File: config.mk
export PLATFORM = sky130hd
export DESIGN_NAME = rect_drop_ctl
export DESIGN_NICKNAME = d
export VERILOG_FILES = /design/src/rtl/rect_drop_ctl.sv
export SDC_FILE = /design/constraint.sdc
export NUM_CORES = 1
export LEC_CHECK = 0
export BUFFER_PORTS_ARGS = -buffer_cell sky130_fd_sc_hd__buf_4
export CORE_MARGIN = 2
export CORE_UTILIZATION = 51
export DETAILED_ROUTE_END_ITERATION = 16
export PLACE_DENSITY = 0.76
export SLEW_MARGIN = 20
export SYNTH_ARGS = -nofsm -noshare
export SYNTH_HDL_FRONTEND = slang
export SYNTH_SLANG_ARGS = --single-unit
File: constraint.sdc
create_clock -name clk -period 3.64 [get_ports clk]
set_clock_uncertainty 0.15 [all_clocks]
set_input_delay 0.364 -clock clk [delete_from_list [all_inputs] [get_ports clk]]
set_output_delay 0.364 -clock clk [all_outputs]
set_load 0.05 [all_outputs]
File: src/rtl/rect_drop_ctl.sv
// rect_drop_ctl: mouse-driven rectangle position with a gravity drop on left click.
// Idle tracks the mouse; a click drops the rectangle with constant acceleration
// until it reaches the floor, where it parks until the next click.
// Optional feature macro: BOUNCE_EN (floor hits bounce with halved velocity).
module rect_drop_ctl #(
   parameter int unsigned SCREEN_H = 600,
   parameter int unsigned RECT_H   = 64,
   parameter int unsigned TICK_DIV = 400000,
   parameter int unsigned ACCEL    = 1,
   parameter int unsigned VMAX     = 64
) (
   input  logic        clk,
   input  logic        rst,
   input  logic        mouse_left,
   input  logic [11:0] mouse_xpos,
   input  logic [11:0] mouse_ypos,
   output logic [11:0] xpos,
   output logic [11:0] ypos,
   output logic        busy
);

   localparam int unsigned W  = 12;
   localparam int unsigned YW = W + 1;
   localparam int unsigned CW = (TICK_DIV > 1) ? $clog2(TICK_DIV) : 1;
   localparam logic [YW-1:0] FLOOR   = YW'(SCREEN_H - RECT_H);
   localparam logic [W-1:0]  FLOOR_Y = W'(SCREEN_H - RECT_H);

`ifdef BOUNCE_EN
   typedef enum logic [1:0] {IDLE, FALL, LANDED, RISE} state_t;
`else
   typedef enum logic [1:0] {IDLE, FALL, LANDED} state_t;
`endif

   state_t          state, state_nxt;
   logic [W-1:0]    vel, vel_nxt;
   logic [CW-1:0]   tick_cnt, cnt_nxt;
   logic            mouse_left_d;
   logic [W-1:0]    x_nxt, y_nxt;
   logic            busy_nxt;

   logic            click;
   logic            tick;
   logic [YW-1:0]   v_inc;
   logic [W-1:0]    v_new;
   logic [YW-1:0]   y_sum;
`ifdef BOUNCE_EN
   logic [W-1:0]    v_half;
`endif

   // State, physics and position registers; reset overrides everything
   always_ff @(posedge clk) begin
      if (rst) begin
         state        <= IDLE;
         vel          <= '0;
         tick_cnt     <= '0;
         mouse_left_d <= 1'b0;
         xpos         <= '0;
         ypos         <= '0;
         busy         <= 1'b0;
      end else begin
         state        <= state_nxt;
         vel          <= vel_nxt;
         tick_cnt     <= cnt_nxt;
         mouse_left_d <= mouse_left;
         xpos         <= x_nxt;
         ypos         <= y_nxt;
         busy         <= busy_nxt;
      end
   end

   // Next-state, velocity integration and position update
   always_comb begin
      click     = mouse_left & ~mouse_left_d;
      tick      = (tick_cnt == CW'(TICK_DIV - 1));
      v_inc     = {1'b0, vel} + YW'(ACCEL);
      v_new     = (v_inc >= YW'(VMAX)) ? W'(VMAX) : v_inc[W-1:0];
      y_sum     = {1'b0, ypos} + {1'b0, v_new};
`ifdef BOUNCE_EN
      v_half    = v_new >> 1;
`endif
      state_nxt = state;
      vel_nxt   = vel;
      x_nxt     = xpos;
      y_nxt     = ypos;
      cnt_nxt   = tick ? '0 : tick_cnt + CW'(1);

      case (state)
         IDLE: begin
            cnt_nxt = '0;
            x_nxt   = mouse_xpos;
            y_nxt   = ({1'b0, mouse_ypos} >= FLOOR) ? FLOOR_Y : mouse_ypos;
            if (click) begin
               state_nxt = FALL;
               vel_nxt   = '0;
            end
         end
         FALL: begin
            if (tick) begin
               vel_nxt = v_new;
               if (y_sum >= FLOOR) begin
                  y_nxt = FLOOR_Y;
`ifdef BOUNCE_EN
                  vel_nxt   = v_half;
                  state_nxt = (v_half == '0) ? LANDED : RISE;
`else
                  state_nxt = LANDED;
`endif
               end else begin
                  y_nxt = y_sum[W-1:0];
               end
            end
         end
         LANDED: begin
            cnt_nxt = '0;
            if (click) state_nxt = IDLE;
         end
`ifdef BOUNCE_EN
         RISE: begin
            if (tick) begin
               if (vel <= W'(ACCEL)) begin
                  vel_nxt   = '0;
                  state_nxt = FALL;
               end else begin
                  vel_nxt = vel - W'(ACCEL);
                  y_nxt   = (ypos > vel) ? ypos - vel : '0;
               end
            end
         end
`endif
         default: state_nxt = IDLE;
      endcase

      // Every state entry restarts the physics tick divider
      if (state_nxt != state) cnt_nxt = '0;

`ifdef BOUNCE_EN
      busy_nxt = (state_nxt == FALL) || (state_nxt == RISE);
`else
      busy_nxt = (state_nxt == FALL);
`endif
   end

endmodule

==> impl_metrics.json <==
{
  "cp-start-kind": "register",
  "tightest_slew_ps": 898.2,
  "drt_iter0_drc": 226,
  "dieHeight_um": 82.41,
  "drcViolationCount": 0,
  "ys_warn_count": 0,
  "drv_cap": 0,
  "ctsHoldBuffers": 0,
  "crit_family": "compound AO/OA/AOI/OAI gates",
  "worst-path-buf-inv": 0,
  "cts.clk_slew.worst_paths_ps": 80,
  "rsz0062_at_grt": "true",
  "setup_tns_ps": -292.5,
  "crit_cells": 13,
  "cp_slowest_stage_delay_ps": 550,
  "grt_overflow_total": 0,
  "drive_gt1_share_pct": 25.88,
  "crit_path_frequent_cell": "o211ai_1",
  "via_count": 3117,
  "pin_count": 52,
  "synth_edf_count": 0,
  "r2r_cells": 13,
  "antenna_found_initial": 0,
  "slowest_stage": "or4bb_1",
  "clockRootBuffer": "clkbuf_8",
  "seqCellArea_um2": 1190,
  "htree_num_levels": 3,
  "power.density_nw_per_um2": 424.6,
  "hpwl_mm": 5.571,
  "power.leakage_nw": 1.683,
  "grt_pass1_wl_mm": 13.17,
  "cts_buffer_depth": 2,
  "num_antenna_cells": 0,
  "ir_worst_vdd_uv": 283.5,
  "post-synth-top-area-cell": "dfxtp_1",
  "initial_utilization_pct": 52.96,
  "hold_path_class": "primary input to register",
  "synthFlopType": "dfxtp_1",
  "cp_cell_sequence": "ha_4, nand3_2, o31ai_2, a21oi_1, o211ai_1, nor2_1, ha_1, o211ai_1, o211ai_1, nand2_1, xor2_2, or4bb_1, a21oi_2",
  "multi_input_area_um2": 2024,
  "worstPathRequired_ps": 3770,
  "final_cell_mix": "buf_4, dfxtp_1, nand2_1",
  "wire_per_inst_um": 16.40,
  "layout_commonest_cell": "buf_4",
  "fmax_mhz": 264.0,
  "synth_top_area_share_pct": 37.67,
  "ys_ff_latch": 59,
  "hold_depth": 2,
  "wirelength_mm": 8.709,
  "setup_ws_ps": -148.4,
  "firstDrtPassIters": 5,
  "syn_to_final_growth_pct": 31.21,
  "grt_max_degree": 28,
  "synth.distinct_cells": 61,
  "synth_area_leaders": "dfxtp_1, nand2_1, ha_1, a21oi_1, xor2_1",
  "fin_crit_sh_pct": 104.1,
  "worstPathArrival_ps": 3910,
  "portBuffers": 51,
  "finalSetupViolCount": 7,
  "die_area_um2": 6791,
  "critical_path_class": "register to register",
  "ant_nets": 0,
  "avgSynthCellArea_um2": 8.361,
  "cts_buffers": 9,
  "clock-sinks": 59,
  "hold_viol_final": 0,
  "die_w_um": 82.41,
  "grt_usage_pct": 25.56,
  "relSlewSlack_pct": 40.00,
  "status": "complete, but fails checks",
  "vias_per_cell": 5.870,
  "seq_area_frac_synth_pct": 37.67,
  "clk_latency_ps": 350,
  "netlist_instances": 375,
  "synth_area_um2": 3136,
  "violations": "setup timing",
  "rows": 28,
  "grt_pass1_vias": 2843,
  "nFillCells": 485,
  "slew_viol_final": 0,
  "period_needed_ps": 3788,
  "dp.cells": 501,
  "pre_cts_ws_ps": -33.24,
  "tritoncts": "built",
  "coreArea_um2": 5921,
  "place_congestion": 0.8834,
  "nNetsFinal": 493,
  "instances_no_fill": 531,
  "async_reset_ff_share_pct": 0,
  "cp_max_fo": 5,
  "final_core_util_pct": 69.48,
  "cp-end-kind": "register"
}
-- report_power, final --
group | switching [mW] | internal [mW] | total (mW)
clock | 0.287 | 0.389 | 0.677
combinational | 0.242 | 0.137 | 0.378
sequential | 0.0222 | 0.670 | 0.692
total | 0.551 | 1.20 | 1.75
-- synthesized netlist by cell type, types with 7 or more instances --
cell / number
o21ai_0: 10
a21oi_1: 32
dfxtp_1: 59
xnor2_1: 9
nor2_1: 32
ha_1: 14
nand2_1: 54
xor2_1: 17
and3_1: 7
nand3_1: 13
nor3_1: 9
clkbuf_1: 8
inv_1: 11
-- path summary, 6_finish.rpt --
check / start / endpoint / slack, ps
setup / recovery: vel[1]$_SDFFE_PP0P_ / ypos[7]$_SDFFE_PP0P_ / -150
hold / removal: mouse_left / mouse_left_d$_SDFF_PP0_ / 90
setup reg to reg: vel[1]$_SDFFE_PP0P_ / ypos[7]$_SDFFE_PP0P_ / -150
hold reg to reg: xpos[9]$_SDFFE_PP0P_ / xpos[9]$_SDFFE_PP0P_ / 300
-- worst register-to-register path, cell delays in order, from the launching register on --
cell	delay, ps
dfxtp_4	360
ha_4	140
nand3_2	90
o31ai_2	220
a21oi_1	100
o211ai_1	400
nor2_1	130
ha_1	390
o211ai_1	150
o211ai_1	410
nand2_1	210
xor2_2	230
or4bb_1	550
a21oi_2	170
-- sequential cells by signal, summed over array words and instances (netlist names) --
| signal | count |
|---|---|
| state | 2 |
| tick_cnt | 19 |
| xpos | 12 |
| vel | 12 |
| mouse_left_d | 1 |
| busy | 1 |
| ypos | 12 |
-- timing repair --
item	CTS	global route
resized for setup	8	17
buffers inserted	5	9
pin swaps	9	27
cloned	1	0
endpoints found under the setup margin	13	13
-- kinds of logic (layout without fill, tap and decap cells) --
group / Yosys count / count (layout) / synth area share, %
buf+inv: 23 / 99 / 2.953
mux: 1 / 1 / 0.3192
compound gates: 101 / 102 / 22.47
other cells: 1 / 5 / 0.1196
simple gates: 149 / 149 / 22.99
fa+ha+maj: 15 / 15 / 6.225
xor+xnor: 26 / 26 / 7.263
flops: 59 / 59 / 37.67
-- cell type report --
cell class	count	share of cell area, %
Inverter	12	1.095
Timing Repair Buffer	71	13.05
Clock inverter	7	2.433
Multi-Input combinational cell	298	49.21
Sequential cell	59	28.92
Clock buffer	9	3.011
Tap cell	75	2.281
-- per-stage QoR --
step / total power, mW / area (um^2) / hold slack, ps
2_1_floorplan: 0.9236 / 3171 / 279.8
3_3_place_gp: 1.024 / 3652 / 291.7
3_5_place_dp: 1.028 / 3652 / 298.3
4_1_cts: 1.715 / 3966 / 81.72
5_1_grt: 1.812 / 4114 / 84.75
6_report: 1.747 / 4114 / 88.47
-- layer usage --
layer | track usage (%) | wire length (um) | vias to the layer above
met5 | 0 | 0 | -
met2 | 40.00 | 4057 | 136
li1 | - | - | 1515
met1 | 33.54 | 3750 | 1432
met3 | 4.891 | 579 | 34
met4 | 12.83 | 320 | 0
Power figures use the tool's default switching activity.
